[src/rtl/roberto_pkg.sv]
// roberto_pkg: shared state codes, control bundle and defaults
// for the ultrasonic measurement/report control unit.
package roberto_pkg;

  typedef enum logic [3:0] {
    ST_IDLE          = 4'd0,
    ST_PREPARA       = 4'd1,
    ST_ESPERA_SEG    = 4'd2,
    ST_MEDE          = 4'd3,
    ST_ESPERA_MEDIDA = 4'd4,
    ST_TRANSMITE     = 4'd5,
    ST_ESPERA_TX     = 4'd6,
    ST_PROX_CHAR     = 4'd7,
    ST_PROX_SENSOR   = 4'd8,
    ST_FIM_CICLO     = 4'd9
  } state_t;

  localparam logic [7:0] ASCII_HASH = 8'h23;

  localparam int DEF_TIMEOUT_CYCLES = 1_500_000;

  typedef struct packed {
    logic zera_sensor;
    logic zera_serial;
    logic zera_seg;
    logic zera_2;
    logic zera_3;
    logic cont_seg;
    logic cont_2;
    logic cont_3;
    logic medir;
    logic partida_tx;
    logic pronto;
  } ctl_t;

endpackage

[src/rtl/roberto_timeout.sv]
// roberto_timeout: saturating cycle counter with clear/enable;
// expired is high while the count sits at LIMIT-1.
module roberto_timeout #(
  parameter int LIMIT = 8,
  parameter int W     = 21
) (
  input  logic clk,
  input  logic rst_n,
  input  logic clr,
  input  logic en,
  output logic expired
);

  localparam logic [W-1:0] LAST = W'(LIMIT - 1);

  logic [W-1:0] cnt;

  always_ff @(posedge clk or negedge rst_n) begin
    if (!rst_n) begin
      cnt <= '0;
    end else if (clr) begin
      cnt <= '0;
    end else if (en && cnt != LAST) begin
      cnt <= cnt + 1'b1;
    end
  end

  assign expired = (cnt == LAST);

endmodule

[src/rtl/roberto_uc.sv]
// roberto_uc: control FSM for the 3-sensor measure/report datapath.
// ROBERTO_UC_TIMEOUT_EN enables the measurement timeout and erro_medida.
module roberto_uc
  import roberto_pkg::*;
#(
  parameter int TIMEOUT_CYCLES = DEF_TIMEOUT_CYCLES,
  parameter int TW             = 21
) (
  input  logic       clock,
  input  logic       reset_n,
  input  logic       ligar,
  input  logic       pronto_seg,
  input  logic       medida_pronto,
  input  logic       pronto_serial,
  input  logic       fim_char,
  input  logic       fim_sensor,
  output logic       zera_sensor,
  output logic       zera_serial,
  output logic       zera_seg,
  output logic       zera_2,
  output logic       zera_3,
  output logic       cont_seg,
  output logic       cont_2,
  output logic       cont_3,
  output logic       medir,
  output logic       partida_tx,
  output logic       pronto,
  output logic       erro_medida,
  output logic [3:0] db_estado
);

  state_t state;
  state_t state_nx;
  ctl_t   ctl;
  logic   tmo;

`ifdef ROBERTO_UC_TIMEOUT_EN
  logic erro_q;

  roberto_timeout #(
    .LIMIT (TIMEOUT_CYCLES),
    .W     (TW)
  ) u_tmo (
    .clk     (clock),
    .rst_n   (reset_n),
    .clr     (state == ST_MEDE),
    .en      (state == ST_ESPERA_MEDIDA),
    .expired (tmo)
  );

  // A reply arriving in the expiry cycle is a success, not an error.
  always_ff @(posedge clock or negedge reset_n) begin
    if (!reset_n) begin
      erro_q <= 1'b0;
    end else if (state_nx == ST_PREPARA) begin
      erro_q <= 1'b0;
    end else if (state == ST_ESPERA_MEDIDA && ligar
                 && !medida_pronto && tmo) begin
      erro_q <= 1'b1;
    end
  end

  assign erro_medida = erro_q;
`else
  logic unused_cfg;

  assign tmo         = 1'b0;
  assign erro_medida = 1'b0;
  assign unused_cfg  = ^{TIMEOUT_CYCLES[0], TW[0]};
`endif

  always_ff @(posedge clock or negedge reset_n) begin
    if (!reset_n) begin
      state <= ST_IDLE;
    end else begin
      state <= state_nx;
    end
  end

  always_comb begin
    state_nx = state;
    ctl      = '0;
    case (state)
      ST_IDLE: begin
        if (ligar) state_nx = ST_PREPARA;
      end
      ST_PREPARA: begin
        ctl.zera_sensor = 1'b1;
        ctl.zera_serial = 1'b1;
        ctl.zera_seg    = 1'b1;
        ctl.zera_2      = 1'b1;
        ctl.zera_3      = 1'b1;
        state_nx = ligar ? ST_ESPERA_SEG : ST_IDLE;
      end
      ST_ESPERA_SEG: begin
        ctl.cont_seg = 1'b1;
        if (!ligar)          state_nx = ST_IDLE;
        else if (pronto_seg) state_nx = ST_MEDE;
      end
      ST_MEDE: begin
        ctl.medir = 1'b1;
        state_nx = ligar ? ST_ESPERA_MEDIDA : ST_IDLE;
      end
      ST_ESPERA_MEDIDA: begin
        if (!ligar)                    state_nx = ST_IDLE;
        else if (medida_pronto || tmo) state_nx = ST_TRANSMITE;
      end
      ST_TRANSMITE: begin
        ctl.partida_tx = 1'b1;
        state_nx = ST_ESPERA_TX;
      end
      // The character in flight always finishes before ligar is honoured.
      ST_ESPERA_TX: begin
        if (pronto_serial) begin
          if (!ligar)           state_nx = ST_IDLE;
          else if (!fim_char)   state_nx = ST_PROX_CHAR;
          else if (!fim_sensor) state_nx = ST_PROX_SENSOR;
          else                  state_nx = ST_FIM_CICLO;
        end
      end
      ST_PROX_CHAR: begin
        ctl.cont_2 = 1'b1;
        state_nx = ligar ? ST_TRANSMITE : ST_IDLE;
      end
      ST_PROX_SENSOR: begin
        ctl.zera_2 = 1'b1;
        ctl.cont_3 = 1'b1;
        state_nx = ligar ? ST_TRANSMITE : ST_IDLE;
      end
      ST_FIM_CICLO: begin
        ctl.zera_2   = 1'b1;
        ctl.zera_3   = 1'b1;
        ctl.zera_seg = 1'b1;
        ctl.pronto   = 1'b1;
        state_nx = ligar ? ST_ESPERA_SEG : ST_IDLE;
      end
      default: begin
        state_nx = ST_IDLE;
      end
    endcase
  end

  assign zera_sensor = ctl.zera_sensor;
  assign zera_serial = ctl.zera_serial;
  assign zera_seg    = ctl.zera_seg;
  assign zera_2      = ctl.zera_2;
  assign zera_3      = ctl.zera_3;
  assign cont_seg    = ctl.cont_seg;
  assign cont_2      = ctl.cont_2;
  assign cont_3      = ctl.cont_3;
  assign medir       = ctl.medir;
  assign partida_tx  = ctl.partida_tx;
  assign pronto      = ctl.pronto;
  assign db_estado   = state;

endmodule

[config.mk]
export PLATFORM = sky130hd
export DESIGN_NAME = roberto_uc
export DESIGN_NICKNAME = d
export VERILOG_FILES = /design/src/rtl/roberto_pkg.sv /design/src/rtl/roberto_timeout.sv /design/src/rtl/roberto_uc.sv
export SDC_FILE = /design/constraint.sdc
export NUM_CORES = 1
export LEC_CHECK = 0
export CAP_MARGIN = 20
export CORE_AREA = 2 2 39 41
export DETAILED_ROUTE_END_ITERATION = 10
export DIE_AREA = 0 0 41 43
export PLACE_DENSITY_LB_ADDON = 0.25
export SYNTH_ARGS = -nofsm -noshare
export SYNTH_HDL_FRONTEND = slang
export SYNTH_SLANG_ARGS = --single-unit
[constraint.sdc]
create_clock -name clock -period 1.7 [get_ports clock]
set_clock_uncertainty 0.05 [all_clocks]
set_input_delay 0.17 -clock clock [delete_from_list [all_inputs] [get_ports clock]]
set_output_delay 0.17 -clock clock [all_outputs]
set_load 0.01 [all_outputs]
==> metrics.md <==
| Metric | Value |
|---|---|
| Layout Utilization | 0.5280 |
| Crit Path Class | reg2reg |
| Synth warn | 0 |
| Synth Area per Inst | 7.916 um2 |
| Endpoint class of the critical path | flop |
| Number of global-route vias before repair | 428 |
| # port buffers | 22 |
| GP Congestion | 0.7753 |
| Hold buffer count at CTS | 0 |
| Ant diodes | 0 |
| Post-DRT Antenna Nets | 0 |
| Slew Viols, Final | 0 |
| Die outline width | 41 um |
| Synthesis-to-finish area growth | 77.51% |
| First-pass DRT Iterations | 4 |
| Seq/Total Area, Yosys | 0.2432 |
| Post-DP HPWL | 914.4 um |
| Routed WL per cell | 12.94 um |
| # Max-Cap Violations | 0 |
| Clock transition at path regs | 0.04 ns |
| Reg2reg start | db_estado[1] |
| Status | complete, no violations |
| Post-Syn Area | 411.6 um2 |
| Core area | 1384 um2 |
| Top cell type by total area after synthesis | dfrtp_1 |
| RSZ-0062 raised after global routing | no |
| Grt total ovfl | 0 |
| Hold Path Class | in2async |
| Final Net Count | 94 |
| Initial antenna violation count | 0 |
| Pwr dens | 1427 nW/um2 |
| Pwr Total | 1.043 mW |
| Max reg flops | 4 |
| Period utilization | 0.9516 |
| Period minus WS final | 1.618 ns |
| DR iter-0 viols | 9 |
| Async S/R FF share, synth | 1.000 |
| DR vias | 482 |
| Die ar. | 1763 um2 |
| Crit start category | flop |
| CTS Root Cell | clkbuf_4 |
| Site row count | 14 |
| Synth Flop Type | dfrtp_1 |
| Final TNS setup | 0 ns |
| Final Hold Fails | 0 |
| # DRC | 0 |
| Clk Latency, worst-skew pair | 0.23 ns |
| Origin of the worst setup path | db_estado[1] |
| Tot GR Track Use | 0.1600 |
| Largest net degree at the start of global routing | 14 |
| Inserted Clock Buffers | 3 |
| Seq cells post-synth | 4 |
| Worst EP arrival | 1.68 ns |
| CP Max Fanout | 10 |
| IO Count | 24 |
| Drt total wl | 1294 um |
| First-pass GRT wire length | 1876 um |
| Final setup fails | 0 |
| Dpl cells | 94 |
| Initial Util | 0.2975 |
| Synthesized instance count | 52 |
| Layout cell share with drive strength beyond 1 | 0.3214 |
| Fmax | 618.1 MHz |
| EDFF count, synth | 0 |
| Max Root-Sink Buffers | 2 |
| Syn Nets | 60 |
| Top cell type's share of synthesized area | 0.2432 |
| Worst IR Drop VDD | 0.6577 mV |
| Non-filler instance count after layout | 100 |
| CTS tree | done |
| H-tree depth | 1 |
| Lkg Pwr | 0.3531 nW |
| Die span in y | 43 um |
| WP data required | 1.76 ns |
| Leading post-synthesis cells by cell area | dfrtp_1, buf_4, nand2b_1, buf_6, nor3_1 |
| Post-synthesis cell type count | 31 |
| Clock sink total | 4 |
| Vias per cell | 4.820 |
metrics by stage:
stage	worst slack (ns)	hold WS (ns)	area, um2
2_1_floorplan	0.05765	-0.1756	411.6
5_1_grt	0.009151	0.1093	730.7
4_1_cts	-0.0008210	0.1022	720.7
3_5_place_dp	-0.01738	0.3531	679.4
6_report	0.08223	0.1022	730.7
3_3_place_gp	-0.01534	0.3357	679.4
path summary, 6_finish.rpt:
| path | to | slack [ns] | cells past startpoint |
|---|---|---|---|
| max | db_estado[0] | 0.08 | 5 |
| min | db_estado[1] | 0.10 | 1 |
| max reg2reg | db_estado[0] | 0.08 | 5 |
| min reg2reg | db_estado[1] | 0.62 | 2 |
| max in group asynchronous | db_estado[3] | 1.31 | 1 |
| min in group clock | db_estado[3] | 0.61 | 3 |
timing repair:
| item | 4_1_cts | 5_1_grt |
|---|---|---|
| pin swaps | 0 | 1 |
| resized for setup | 17 | 2 |
| setup endpoints to repair | 11 | 2 |
| buffers inserted | 2 | 1 |
metal layers:
layer / vias up / GRT usage / part of all wire / routed length, um
li1: 245 / - / - / -
met1: 220 / 0.2233 / 0.44 / 564
met2: 15 / 0.2250 / 0.51 / 665
met3: 2 / 0.01571 / 0.039 / 50
met4: 0 / 0.1000 / 0.011 / 14
met5: - / 0 / 0 / 0
report_power, final:
| group | internal, mW | switching (mW) |
|---|---|---|
| logic | 0.409 | 0.357 |
| clock network | 0.0789 | 0.0377 |
| registers | 0.129 | 0.0319 |
| total | 0.616 | 0.427 |
layout by cell type, fill, tap and decap left out, types with 2 or more instances in the layout:
cell / netlist / layout
buf_4: 4 / 15
dlygate4sd2_1: 0 / 11
clkdlybuf4s50_1: 0 / 10
nand2_1: 4 / 4
nor3_1: 4 / 4
dfrtp_1: 4 / 4
nand2b_1: 4 / 3
nor2_1: 4 / 3
clkbuf_4: 0 / 3
o21a_1: 2 / 2
logic make-up after synthesis:
kind of cell,count (synthesis),synth area share
and+or+nand+nor,24,0.3192
AOI/OAI and AO/OA,11,0.1976
buffers and inverters,10,0.1763
DFF,4,0.2432
muxes,1,0.02735
adders and majority gates,1,0.02735
other,1,0.009110
final cells by class:
class	count	area [um2]
Multi-Input combinational cell	38	264.0
Sequential cell	4	100.1
Inverter	2	10.01
Tap cell	16	20.02
Timing Repair Buffer	37	314.1
Clock buffer	3	22.52
Fill cell	139	653.1
worst max-delay path, stage by stage, from the launching register on:
cell     delay (ns)
dfrtp_1        0.43
buf_4          0.20
or3b_1         0.37
a211o_1        0.31
o31ai_1        0.08
a21oi_2        0.06
Note: power is estimated with default switching activity, not from simulation.
